### src/rtl/id_scan_pkg.sv
// Shared encodings for the identifier scanner: character classes, FSM states
// and the ASCII ranges that define letters and digits.
package id_scan_pkg;

   typedef enum logic [1:0] {
      CLS_SEP   = 2'd0,
      CLS_ALPHA = 2'd1,
      CLS_DIGIT = 2'd2
   } char_cls_t;

   typedef enum logic [1:0] {
      S_IDLE  = 2'd0,
      S_ALPHA = 2'd1,
      S_DIGIT = 2'd2,
      S_BAD   = 2'd3
   } state_t;

   localparam logic [7:0] ASCII_UP_A       = 8'd65;
   localparam logic [7:0] ASCII_UP_Z       = 8'd90;
   localparam logic [7:0] ASCII_LO_A       = 8'd97;
   localparam logic [7:0] ASCII_LO_Z       = 8'd122;
   localparam logic [7:0] ASCII_UNDERSCORE = 8'd95;
   localparam logic [7:0] ASCII_0          = 8'd48;
   localparam logic [7:0] ASCII_9          = 8'd57;

   function automatic logic in_range(input logic [7:0] c,
                                     input logic [7:0] lo,
                                     input logic [7:0] hi);
      return (c >= lo) && (c <= hi);
   endfunction

endpackage

### src/rtl/id_scan_char_class.sv
// Combinational classifier: maps one ASCII character to letter, digit or separator.
module char_class
   import id_scan_pkg::*;
#(
   parameter int UNDERSCORE_ALPHA = 0
) (
   input  logic [7:0] char,
   output char_cls_t  cls
);

   logic is_alpha;
   logic is_digit;

   assign is_digit = in_range(char, ASCII_0, ASCII_9);
   assign is_alpha = in_range(char, ASCII_UP_A, ASCII_UP_Z)
                  || in_range(char, ASCII_LO_A, ASCII_LO_Z)
                  || ((UNDERSCORE_ALPHA != 0) && (char == ASCII_UNDERSCORE));

   always_comb begin
      cls = CLS_SEP;
      if (is_digit) begin
         cls = CLS_DIGIT;
      end else if (is_alpha) begin
         cls = CLS_ALPHA;
      end
   end

endmodule

### src/rtl/id_scan_fsm.sv
// Streaming recogniser for tokens of the form letter{MIN_ALPHA..} digit{1..MAX_DIGIT},
// with legacy suffix or strict whole-token matching and a saturating token counter.
module id_scan_fsm
   import id_scan_pkg::*;
#(
   parameter int MIN_ALPHA        = 1,
   parameter int MAX_DIGIT        = 0,
   parameter int STRICT           = 0,
   parameter int UNDERSCORE_ALPHA = 0,
   parameter int CNT_W            = 8
) (
   input  logic             clk,
   input  logic             reset,
   input  logic             char_valid,
   input  logic [7:0]       char,
   output logic             out,
   output logic             tok_done,
   output logic [CNT_W-1:0] tok_count
);

   localparam int D_SAT = (MAX_DIGIT == 0) ? 1 : MAX_DIGIT + 1;
   localparam int AW    = $clog2(MIN_ALPHA + 1);
   localparam int DW    = $clog2(D_SAT + 1);

   localparam logic [AW-1:0] A_SAT_V = AW'(MIN_ALPHA);
   localparam logic [DW-1:0] D_SAT_V = DW'(D_SAT);
   localparam logic [DW-1:0] D_MAX_V = DW'(MAX_DIGIT);

   char_cls_t        cls;
   state_t           state_reg,     state_next;
   logic [AW-1:0]    alpha_cnt_reg, alpha_cnt_next;
   logic [DW-1:0]    digit_cnt_reg, digit_cnt_next;
   logic             out_reg,       out_next;
   logic             tok_done_reg;
   logic [CNT_W-1:0] tok_count_reg;
   logic             tok_end;

   char_class #(
      .UNDERSCORE_ALPHA (UNDERSCORE_ALPHA)
   ) u_char_class (
      .char (char),
      .cls  (cls)
   );

   always_comb begin
      state_next     = state_reg;
      alpha_cnt_next = alpha_cnt_reg;
      digit_cnt_next = digit_cnt_reg;
      unique case (state_reg)
         S_IDLE: begin
            if (cls == CLS_ALPHA) begin
               state_next     = S_ALPHA;
               alpha_cnt_next = AW'(1);
            end else if ((cls == CLS_DIGIT) && (STRICT != 0)) begin
               state_next = S_BAD;
            end else begin
               state_next = S_IDLE;
            end
         end
         S_ALPHA: begin
            if (cls == CLS_ALPHA) begin
               if (alpha_cnt_reg != A_SAT_V) begin
                  alpha_cnt_next = alpha_cnt_reg + AW'(1);
               end
            end else if (cls == CLS_DIGIT) begin
               if (alpha_cnt_reg >= A_SAT_V) begin
                  state_next     = S_DIGIT;
                  digit_cnt_next = DW'(1);
               end else if (STRICT != 0) begin
                  state_next = S_BAD;
               end else begin
                  state_next = S_IDLE;
               end
            end else begin
               state_next = S_IDLE;
            end
         end
         S_DIGIT: begin
            if (cls == CLS_DIGIT) begin
               // A suffix that grows past MAX_DIGIT parks at MAX_DIGIT+1 so out stays low
               if ((MAX_DIGIT != 0) && (digit_cnt_reg >= D_MAX_V)) begin
                  if (STRICT != 0) begin
                     state_next = S_BAD;
                  end else begin
                     digit_cnt_next = D_SAT_V;
                  end
               end else if (digit_cnt_reg != D_SAT_V) begin
                  digit_cnt_next = digit_cnt_reg + DW'(1);
               end
            end else if (cls == CLS_ALPHA) begin
               if (STRICT != 0) begin
                  state_next = S_BAD;
               end else begin
                  state_next     = S_ALPHA;
                  alpha_cnt_next = AW'(1);
                  digit_cnt_next = '0;
               end
            end else begin
               state_next = S_IDLE;
            end
         end
         default: begin
            state_next = (cls == CLS_SEP) ? S_IDLE : S_BAD;
         end
      endcase
      if ((state_next == S_IDLE) || (state_next == S_BAD)) begin
         alpha_cnt_next = '0;
         digit_cnt_next = '0;
      end
   end

   assign out_next = (state_next == S_DIGIT)
                  && ((MAX_DIGIT == 0) || (digit_cnt_next <= D_MAX_V));
   assign tok_end  = (cls == CLS_SEP) && out_reg;

   always_ff @(posedge clk) begin
      if (reset) begin
         state_reg     <= S_IDLE;
         alpha_cnt_reg <= '0;
         digit_cnt_reg <= '0;
         out_reg       <= 1'b0;
         tok_done_reg  <= 1'b0;
         tok_count_reg <= '0;
      end else if (char_valid) begin
         state_reg     <= state_next;
         alpha_cnt_reg <= alpha_cnt_next;
         digit_cnt_reg <= digit_cnt_next;
         out_reg       <= out_next;
         tok_done_reg  <= tok_end;
         if (tok_end && (tok_count_reg != {CNT_W{1'b1}})) begin
            tok_count_reg <= tok_count_reg + CNT_W'(1);
         end
      end else begin
         tok_done_reg <= 1'b0;
      end
   end

   assign out       = out_reg;
   assign tok_done  = tok_done_reg;
   assign tok_count = tok_count_reg;

endmodule

### config.mk
export PLATFORM = sky130hd
export DESIGN_NAME = id_scan_fsm
export DESIGN_NICKNAME = d
export VERILOG_FILES = /design/src/rtl/id_scan_pkg.sv /design/src/rtl/id_scan_char_class.sv /design/src/rtl/id_scan_fsm.sv
export SDC_FILE = /design/constraint.sdc
export NUM_CORES = 1
export LEC_CHECK = 0
export CAP_MARGIN = 20
export CELL_PAD_IN_SITES_DETAIL_PLACEMENT = 1
export CELL_PAD_IN_SITES_GLOBAL_PLACEMENT = 2
export CORE_MARGIN = 10
export CORE_UTILIZATION = 27
export CTS_BUF_LIST = sky130_fd_sc_hd__clkbuf_4 sky130_fd_sc_hd__clkbuf_8
export DETAILED_ROUTE_END_ITERATION = 8
export PLACE_DENSITY_LB_ADDON = 0.1
export SLEW_MARGIN = 20
export SYNTH_ARGS = -nofsm -noshare
export SYNTH_HDL_FRONTEND = slang
export SYNTH_HIERARCHICAL = 1
export SYNTH_SLANG_ARGS = --single-unit
### constraint.sdc
create_clock -name clk -period 2.26 [get_ports clk]
set_input_delay 0.452 -clock clk [delete_from_list [all_inputs] [get_ports clk]]
set_output_delay 0.452 -clock clk [all_outputs]
set_load 0.01 [all_outputs]
==> qor.yml <==
status: "finished clean"
syn_area_sq_um: 842
power_density_mw_per_mm2: 342
syn_avg_cell_area_sq_um: 8.96
path_cells: "dlygate4sd2_1, or2_4, nor4_4, nor4b_4, buf_4, nand4bb_4, nor3_4, mux2i_1, nor2_1"
worst_slew_pin_slew_ns: 0.560
cts-buffers-inserted: 3
dr_wl_met3_um: 193
vias: 813
min_period_over_period_pct: 94.7
holdBufCountCts: 0
setup_tns_ns: 0
grt_antenna_before_repair: 0
met1_length_um: 1180
fp.dieW_um: 75.8
grt_pass1_wl_um: 4080
die_height_um: 75.8
clk_latency_ns: 0.28
final_core_util_pct: 42.6
crit_family: "simple AND/OR/NAND/NOR gates"
drt-total-wl_um: 2410
core-area_sq_mm: 0.00303
cp_max_fo: 5
required_ns: 2.42
dieArea_sq_mm: 0.00575
skew_ns: 0.00842
synth_flop_cell: "dfxtp_1"
synthCells: 94
ys_seq_area_share_pct: 30.9
fillCellCount: 348
cts_buffer_depth: 2
ios: 21
total_leakage_power_nw: 0.501
yosysMostFrequentCell: "nor2_1"
hold_violations: 0
slew_violations: 0
cts_sinks: 13
nets: 146
synthArstFlopShare_pct: 0
grt_max_degree: 14
hpwl_um: 1840
setup-violations-final: 0
track_usage_pct: 9.03
grt_overflow: 0
cp-end-kind: "register"
drc: 0
vias_per_cell: 4.73
wl_met2_um: 1010
drt.antenna.violating_nets: 0
path_buf_inv: 2
synth_area_leaders: "dfxtp_1 (31%), ha_1 (8.9%), nor2_1 (6.7%), mux2i_1 (3.6%), a2111oi_2 (3.6%)"
gp_congestion: 0.734
slew_headroom_pct: 62.6
yosys.area.top_type_share_pct: 30.9
area_delta_synth_final_pct: 53.0
hp-class: "register to register"
cts_tree: "yes"
synth-seq-cells: 13
synth_edf_count: 0
grt_pass1_vias: 834
top_layer: "met4"
syn_nets: 111
drt_iter0_drc: 26
critical_path.slowest_cell: "nand4bb_4"
antenna_cells: 0
yosysUniqueCellTypes: 36
ys_top_cells_by_count: "nor2_1 (15), dfxtp_1 (13), ha_1 (6), nand2_1 (6)"
wl_per_cell_um: 14.0
cap_viol_max_count: 0
rows: 20
cpPeakStageDelay_ns: 0.29
irDropWorstVdd_mv: 0.227
cp-start-kind: "input pin"
arrival_ns: 2.30
drive_gt1_share_pct: 25.8
worstSetupPathType: "input pin to register"
initial_core_util_pct: 27.8
drt_pass1_iterations: 4
largest_reg_flops: 8
yosys.area.top_type: "dfxtp_1"
ys_warn_count: 6
cts.clk_slew.worst_paths_ns: 0.09
max_freq_ghz: 0.467
portBuffers: 20
root_buffer: "clkbuf_4"
seqCellArea_sq_um: 260
fin_crit_ns: 2.14
multi_input_area_sq_um: 631
htreeDepth: 1
[metal layers]
layer | up-vias | track usage, %
met5 | - | 0
met4 | 0 | 0.619
met3 | 2 | 4.56
met2 | 17 | 12.9
met1 | 384 | 12.2
li1 | 410 | -
[logic make-up after synthesis]
| family | Yosys count | synth area share, % |
|---|---|---|
| AND/OR/NAND/NOR | 40 | 27.6 |
| buffers and inverters | 8 | 4.16 |
| multiplexers | 3 | 3.57 |
| AO/OA/AOI/OAI | 21 | 21.7 |
| XOR/XNOR | 3 | 3.12 |
| adder cells (fa/ha/maj) | 6 | 8.92 |
| flip-flops | 13 | 30.9 |
[layout make-up]
type | count | share of cell area, %
Multi-Input combinational cell | 73 | 48.9
Inverter | 5 | 1.46
Sequential cell | 13 | 20.2
Clock buffer | 3 | 1.75
Clock inverter | 1 | 0.388
Tap cell | 44 | 4.27
Timing Repair Buffer | 33 | 23.0
[metrics by stage]
stage               std cells  setup slack (ns)  power, mW  hold slack (ns)  cell area [sq um]
floorplan                  94            0.0771      0.261            0.484                848
global placement          165            -0.463      0.291            0.525               1160
detailed placement        165            -0.509      0.293            0.532               1160
CTS                       171            0.0992      0.449            0.564               1270
global route              172         -0.000858      0.470            0.590               1290
finish                    172             0.120      0.440            0.556               1290
[layout by cell type, fill, tap and decap left out, drive strengths merged]
master	instances
nand4bb	1
dlymetal6s2s	2
inv	5
nand3	4
clkinv	1
ha	6
o2111a	1
nor4	1
o211ai	1
a21oi	5
a211oi	2
a31oi	1
clkdlybuf4s50	13
nor2	15
and2	1
a32oi	2
dlygate4sd2	5
a2111oi	3
mux2i	3
nand3b	1
and4bb	1
buf	13
nand2	6
nor4b	1
xnor2	2
and3	1
nand4	2
xor2	1
o21bai	2
a21o	1
o21ai	2
or2	1
dfxtp	13
a41o	1
clkbuf	3
nand2b	2
nor3	3
[final timing paths]
check             cells past startpoint           end         start  slack [ns]
hold / removal                        1  tok_count[3]  tok_count[3]        0.56
setup reg to reg                      5  tok_count[1]  tok_count[0]        0.57
hold reg to reg                       1  tok_count[3]  tok_count[3]        0.56
setup / recovery                      9  tok_count[6]       char[1]        0.12
[power breakdown]
| group | total (mW) | internal, mW | leakage [nW] | switching (mW) |
|---|---|---|---|---|
| sequential | 0.231 | 0.230 | 0.105 | 0.00115 |
| clock | 0.145 | 0.0657 | 0.0177 | 0.0795 |
| combinational | 0.0639 | 0.0327 | 0.379 | 0.0312 |
| total | 0.440 | 0.328 | 0.501 | 0.112 |
[timing repair]
| action | in CTS | in global routing |
|---|---|---|
| pin swaps | 9 | 6 |
| endpoints found under the setup margin | 8 | 3 |
| gates resized for setup | 17 | 3 |
| cloned | 0 | 0 |
| buffers inserted | 3 | 1 |
Power figures use the tool's default switching activity.
